### src/rtl/sram_access_ctrl.sv
`default_nettype none
// ============================================================================
// Module   : sram_access_ctrl
// Brief    : Precharge / word-line / write / sense sequencer in front of the
//            3-to-8 word-line decoder of the 8-word SRAM macro.
// Revision : 1.0 - initial release
// ============================================================================
module sram_access_ctrl #(
  parameter int DATA_WIDTH       = 8,
  parameter int PRECHARGE_CYCLES = 1,
  parameter int WORDLINE_CYCLES  = 2
) (
  input  logic                  clk,
  input  logic                  reset,
  // request channel
  input  logic                  req_valid,
  output logic                  req_ready,
  input  logic                  req_write,
  input  logic [2:0]            req_addr,
  input  logic [DATA_WIDTH-1:0] req_wdata,
  // response channel
  output logic                  rsp_valid,
  input  logic                  rsp_ready,
  output logic                  rsp_write,
  output logic [DATA_WIDTH-1:0] rsp_rdata,
  // array side
  output logic [2:0]            address,
  output logic                  valid,
  output logic                  precharge,
  output logic                  write_enable,
  output logic [DATA_WIDTH-1:0] wdata_out,
  output logic                  sense_enable,
  input  logic [DATA_WIDTH-1:0] rdata_in
);

  localparam int c_MAX_CYCLES = (PRECHARGE_CYCLES > WORDLINE_CYCLES) ?
                                PRECHARGE_CYCLES : WORDLINE_CYCLES;
  localparam int c_CNT_W      = (c_MAX_CYCLES > 1) ? $clog2(c_MAX_CYCLES) : 1;

  localparam logic [c_CNT_W-1:0] c_PRE_LOAD = c_CNT_W'(PRECHARGE_CYCLES - 1);
  localparam logic [c_CNT_W-1:0] c_WL_LOAD  = c_CNT_W'(WORDLINE_CYCLES - 1);
  localparam logic [c_CNT_W-1:0] c_CNT_ONE  = c_CNT_W'(1);
  localparam logic [c_CNT_W-1:0] c_CNT_ZERO = '0;

  typedef enum logic [1:0] {
    ST_IDLE = 2'd0,
    ST_PRE  = 2'd1,
    ST_WL   = 2'd2,
    ST_RSP  = 2'd3
  } state_t;

  state_t                r_state;
  state_t                w_state_nxt;
  logic [c_CNT_W-1:0]    r_cnt;
  logic [c_CNT_W-1:0]    w_cnt_nxt;
  logic                  w_cnt_zero;
  logic                  w_accept;
  logic                  w_capture;

  logic                  r_write;
  logic [2:0]            r_addr;
  logic [DATA_WIDTH-1:0] r_wdata;
  logic [DATA_WIDTH-1:0] r_rdata;

  assign w_cnt_zero = (r_cnt == c_CNT_ZERO);

  // Next-state and counter control
  always_comb begin
    w_state_nxt = r_state;
    w_cnt_nxt   = r_cnt;
    w_accept    = 1'b0;
    w_capture   = 1'b0;
    case (r_state)
      ST_IDLE: begin
        if (req_valid) begin
          w_accept    = 1'b1;
          w_cnt_nxt   = c_PRE_LOAD;
          w_state_nxt = ST_PRE;
        end
      end
      ST_PRE: begin
        if (w_cnt_zero) begin
          w_cnt_nxt   = c_WL_LOAD;
          w_state_nxt = ST_WL;
        end else begin
          w_cnt_nxt   = r_cnt - c_CNT_ONE;
        end
      end
      ST_WL: begin
        if (w_cnt_zero) begin
          w_capture   = ~r_write;
          w_state_nxt = ST_RSP;
        end else begin
          w_cnt_nxt   = r_cnt - c_CNT_ONE;
        end
      end
      ST_RSP: begin
        if (rsp_ready) begin
          w_state_nxt = ST_IDLE;
        end
      end
      default: begin
        w_state_nxt = ST_IDLE;
      end
    endcase
  end

  always_ff @(posedge clk or posedge reset) begin
    if (reset) begin
      r_state <= ST_IDLE;
      r_cnt   <= c_CNT_ZERO;
    end else begin
      r_state <= w_state_nxt;
      r_cnt   <= w_cnt_nxt;
    end
  end

  // Request fields are held until the next acceptance so the decoder
  // address and write data never move under an enabled word line.
  always_ff @(posedge clk or posedge reset) begin
    if (reset) begin
      r_write <= 1'b0;
      r_addr  <= 3'd0;
      r_wdata <= '0;
      r_rdata <= '0;
    end else begin
      if (w_accept) begin
        r_write <= req_write;
        r_addr  <= req_addr;
        r_wdata <= req_wdata;
      end
      if (w_capture) begin
        r_rdata <= rdata_in;
      end
    end
  end

  // Array-side outputs decode only from flops
  assign req_ready    = (r_state == ST_IDLE);
  assign valid        = (r_state == ST_WL);
  assign precharge    = (r_state != ST_WL);
  assign address      = r_addr;
  assign wdata_out    = r_wdata;
  assign write_enable = (r_state == ST_WL) & r_write;
  assign sense_enable = (r_state == ST_WL) & ~r_write & w_cnt_zero;

  assign rsp_valid    = (r_state == ST_RSP);
  assign rsp_write    = (r_state == ST_RSP) & r_write;
  assign rsp_rdata    = r_rdata;

endmodule
`default_nettype wire

### config.mk
export PLATFORM = sky130hd
export DESIGN_NAME = sram_access_ctrl
export DESIGN_NICKNAME = d
export VERILOG_FILES = /design/src/rtl/sram_access_ctrl.sv
export SDC_FILE = /design/constraint.sdc
export NUM_CORES = 1
export LEC_CHECK = 0
export CAP_MARGIN = 15
export CORE_ASPECT_RATIO = 0.75
export CORE_MARGIN = 2
export CORE_UTILIZATION = 58
export DETAILED_ROUTE_END_ITERATION = 6
export DONT_BUFFER_PORTS = 1
export GPL_TIMING_DRIVEN = 0
export HOLD_SLACK_MARGIN = 0.08
export PLACE_DENSITY = 0.76
export SLEW_MARGIN = 20
export SYNTH_ARGS = -nofsm -noshare
export SYNTH_HDL_FRONTEND = slang
export SYNTH_SLANG_ARGS = --single-unit
### constraint.sdc
create_clock -name clk -period 2.5 [get_ports clk]
set_clock_uncertainty 0.15 [all_clocks]
set_input_delay 0.5 -clock clk [delete_from_list [all_inputs] [get_ports clk]]
set_output_delay 0.5 -clock clk [all_outputs]
set_load 0.02 [all_outputs]
=== After elaboration in Yosys (flattened, before gate mapping) ===
Index checks and enable logic that the tools add are counted.

* $add $sub $neg: 1
* Eq/ne operators: 8
* Muxes and demuxes: 13
* Bitwise logic cells: 6
* Reductions and logical operators: 4

{| class="wikitable"
|+ Operators with widths
! cell !! count
|-
| 2-bit 2-to-1 mux || 4
|-
| 2-bit inequality test, second input constant || 4
|-
| 2-bit case mux with 4 select lines || 1
|-
| 1-bit 2-to-1 mux || 7
|-
| 1-bit bitwise AND || 4
|-
| 2-bit equality test, second input constant || 2
|-
| 4-bit AND reduction || 1
|-
| 1-bit case mux with 3 select lines || 1
|-
| 3-bit nonzero test || 1
|-
| 2-bit by 1-bit equality test with 1-bit output, second input constant || 1
|-
| 2-bit zero test || 1
|-
| 2-bit by 1-bit inequality test with 1-bit output, second input constant || 1
|-
| 1-bit inverter || 2
|-
| 2-bit AND reduction || 1
|-
| 1-bit subtractor, second input constant || 1
|}

* Bits in registers: 23
* Word-level logic and storage cells: 38

=== Logic depth before layout (Yosys ltp) ===
* Depth after elaboration: 3
* Mapped depth: 5

=== Least setup slack after synthesis ===
No wires, ideal clock.

* Path kind: register to register
* From: register r_state[0]
* To: register r_rdata[0] (netlist: rsp_rdata[0])
* Arrival: 1844 ps
* Path slack: 381 ps
* Stages on the path, launching flop included: 6
* Path through: dfrtp_1 -> inv_1 -> ha_1 -> inv_2 -> nor3_4 -> mux2_2

* Longest elaborated chain between the ends: 2

{| class="wikitable"
|+ RTL lines
! item !! RTL line !! RTL
|-
| start, declared || 52 || <nowiki>state_t r_state;</nowiki>
|-
| start signal, assigned || 113 || <nowiki>r_state <= w_state_nxt;</nowiki>
|-
| 2-bit equality test || - ||
|-
| net valid || 28 || <nowiki>output logic valid,</nowiki>
|-
| 1-bit 2-to-1 mux || 73 || <nowiki>case (r_state)</nowiki>
|-
| end signal, assigned || 133 || <nowiki>r_rdata <= rdata_in;</nowiki>
|-
| end, declared || 63 || <nowiki>logic [DATA_WIDTH-1:0] r_rdata;</nowiki>
|}

The timed path passes the listed nets, and every way through them passes these cells.
A chain may end at the register's enable or synchronous reset.

=== Worst setup path in the final report ===
* From: register r_state[0]
* To: output port sense_enable

* Longest elaborated chain between the ends: 3

{| class="wikitable"
|+ RTL lines
! item !! RTL line !! RTL
|-
| 2-bit equality test || - ||
|-
| net valid || 28 ||
|-
| 1-bit bitwise AND (2 in series) || 145 || <nowiki>assign sense_enable = (r_state == ST_WL) & ~r_write & w_cnt_zero;</nowiki>
|-
| end, declared || 32 || <nowiki>output logic sense_enable,</nowiki>
|}

The timed path passes the listed nets, and every way through them passes these cells.

==> results.py <==
metrics = {
    "critical_path": {
        "timing.critical_path.fanout_max": 5,
        "r2r_cells": 5,
        "critPathArrivalTime_ns": 1.66,
        "timing_worst_setup_path_type": "register to output port",
        "crit_path_start_kind": "register",
        "endpoint_class_of_the_critical_path": "output port",
        "critical_path_required_ns": 1.85,
    },
    "synthesis": {
        "syn-mean-instance-area_um2": 14.58,
        "synth.yosys.warnings": 0,
        "post_synth_instance_area_um2": 1006,
        "synth.lib_cells_used.distinct": 17,
        "syn-num-nets": 99,
        "register_bit_count_reported_by_yosys": 23,
        "postSynthCellCount": 69,
        "yosysSeqAreaShare": 0.5721,
    },
    "detailed_routing": {
        "routed_wire_length_mm": 1.577,
        "vias_per_cell": 5.611,
        "postRouteAntennaNets": 0,
        "drt_pre_antenna_iters": 4,
        "route.vias.total": 533,
        "detailedRoute.firstIterationViolations": 5,
        "routed_wire_length_per_instance_um": 16.60,
        "drc_errors_left": 0,
    },
    "cells_and_area": {
        "most_frequent_cells_in_the_layout": "23 x sky130_fd_sc_hd__dfrtp_1, 21 x sky130_fd_sc_hd__mux2_2, 5 x sky130_fd_sc_hd__ha_1",
        "proportion_of_layout_cells_with_a_drive_suffix_above_1": 0.4324,
        "layout.cells.most_common": "sky130_fd_sc_hd__dfrtp_1",
        "num-nets-final": 105,
        "syn2layout_area_growth_pct": 7.587,
        "fin_cells": 95,
        "num_antenna_cells": 0,
    },
    "pwr": {
        "power_density_cells_nw_per_um2": 1543,
        "p_leak_nw": 0.4844,
        "vdd_drop_max_v": 0.0009216,
    },
    "sta": {
        "achievable-frequency_mhz": 432.1,
        "final-max-slew-violation-count": 0,
        "total_setup_violations_reported_at_the_end_of_the_flow": 0,
        "final_min_period_over_clock_period": 0.9256,
        "grt_setup_unrepaired": "no",
        "number_of_hold_violations_in_the_final_report": 0,
        "maxSlewHeadroom": 0.4501,
        "final_critical_period_ns": 2.314,
        "worst_slew_pin_slew_ns": 0.8239,
        "final.setup.tns_ns": 0,
        "setup_slack_after_layout_ns": 0.1860,
    },
    "clock_network": {
        "number_of_buffers_created_by_cts": 3,
        "holdBufCountCts": 0,
        "post_cts.repair.setup_buffers": 0,
        "cts_root_buffer": "sky130_fd_sc_hd__clkbuf_4",
        "clk_pin_slew_worst_paths_ns": 0.12,
        "clk_latency_ns": 0.30,
        "h_tree_level_count": 1,
        "number_of_clock_sinks": 23,
        "tritoncts_clock_tree": "built",
        "cts-root-to-sink-buffers": 2,
    },
    "hold_path": {
        "holdCritPathClass": "primary input to async pin",
    },
    "placed_design": {
        "gp_routability_congestion": 0.8441,
        "placement_stage_worst_setup_slack_ns": 0.1976,
        "place.port_buffers": 0,
        "dp_hpwl_mm": 1.227,
        "numPlacedInstances": 90,
    },
    "floorplan": {
        "fp.dieArea_um2": 2087,
        "placement_rows": 12,
        "dieHeight_um": 40.07,
        "die_w_um": 52.09,
        "initial_core_util": 0.6505,
        "floorplan.core_area_um2": 1546,
        "ioPinCount": 50,
    },
    "run": {
        "timing.max_cap.violations": 0,
    },
    "global_route": {
        "grt_antenna_before_repair": 0,
        "globalRoute.totalOverflow": 0,
        "globalRouteTotalUtil": 0.1720,
        "vias_in_the_first_global_route": 551,
        "wire_length_of_the_first_global_routing_pass_mm": 2.442,
        "grt_start_max_net_pins": 24,
    },
    "status": {
        "outcome": "finished clean",
    },
}
==> timing repair <==
item | 4_1_cts | 5_1_grt
pin swaps | 1 | 1
hold endpoints to repair | 0 | 0
cloned | 1 | 0
gates resized for setup | 0 | 2
setup endpoints to repair | 1 | 1
==> sequential cells by signal (all words and copies together), names as in the netlist <==
| register | cells |
|---|---|
| address | 3 |
| r_cnt | 1 |
| r_state | 2 |
| r_write | 1 |
| rsp_rdata | 8 |
| wdata_out | 8 |
==> metal layers <==
metal | part of all wire | global-route usage | up-vias
li1 | - | - | 252
met1 | 0.42 | 0.2034 | 250
met2 | 0.48 | 0.2880 | 29
met3 | 0.092 | 0.07463 | 2
met4 | 0.0070 | 0.05921 | 0
met5 | 0 | 0 | -
==> report_power, final <==
group | total [mW] | internal, mW | switching, mW
Combinational | 0.583 | 0.307 | 0.276
Clock | 0.161 | 0.0596 | 0.101
Sequential | 0.926 | 0.565 | 0.360
Total | 1.67 | 0.931 | 0.738
==> Yosys cell counts, drive strengths merged <==
cell type / count / share of area
dfrtp: 23 / 0.57
mux2: 21 / 0.24
ha: 6 / 0.075
inv: 4 / 0.015
nand2: 3 / 0.011
and2: 2 / 0.014
nor2b: 2 / 0.012
nor3: 2 / 0.021
a211o: 1 / 0.010
buf: 1 / 0.0050
o21a: 1 / 0.0075
o21ai: 1 / 0.0050
o32a: 1 / 0.010
or4: 1 / 0.0075
==> through the flow <==
| step | hold slack [ns] | cell area (um2) | utilization | power [mW] |
|---|---|---|---|---|
| detailed placement | 0.4359 | 1032 | 0.6675 | 1.495 |
| finish | 0.08145 | 1082 | 0.6998 | 1.670 |
| floorplan | 0.3519 | 1006 | - | 1.383 |
| global route | 0.1313 | 1082 | 0.6998 | 1.775 |
| global placement | 0.4309 | 1032 | 0.6675 | 1.467 |
| CTS | 0.09590 | 1070 | 0.6917 | 1.668 |
==> kinds of logic (layout without fill, tap and decap cells) <==
logic type | count (synthesis) | in the layout | synth area share
compound gates | 4 | 4 | 0.03234
fa+ha+maj | 6 | 6 | 0.07462
buf+inv | 5 | 9 | 0.01989
flops | 23 | 23 | 0.5721
mux | 21 | 21 | 0.2351
simple gates | 10 | 11 | 0.06593
==> final timing paths <==
check,slack (ns),startpoint,endpoint
worst max-delay path,0.19,r_state[0]$_DFFE_PP0P_,sense_enable
worst min-delay path,0.08,reset,address[1]$_DFFE_PP0P_
worst max register to register,0.49,r_state[0]$_DFFE_PP0P_,rsp_rdata[6]$_DFFE_PP0P_
worst min register to register,0.47,r_state[0]$_DFFE_PP0P_,r_state[0]$_DFFE_PP0P_
max in group asynchronous,1.60,reset,rsp_rdata[1]$_DFFE_PP0P_
min in group clk,0.19,req_addr[2],address[2]$_DFFE_PP0P_
==> worst max-delay path: stages, from the launching register on <==
cell and delay [ns]:
sky130_fd_sc_hd__dfrtp_1 0.45, sky130_fd_sc_hd__inv_1 0.16, sky130_fd_sc_hd__ha_4 0.22, sky130_fd_sc_hd__inv_2 0.11
sky130_fd_sc_hd__nor3_4 0.42
==> cell type report <==
class	count	area (um2)
inverter	4	15.01
multi-input combinational	42	432.9
clock buffer	3	22.52
tap	21	26.28
buffer	1	5.005
fill	123	464.2
clock inverter	1	5.005
sequential	23	575.6
Note: power is estimated with default switching activity, not from simulation.
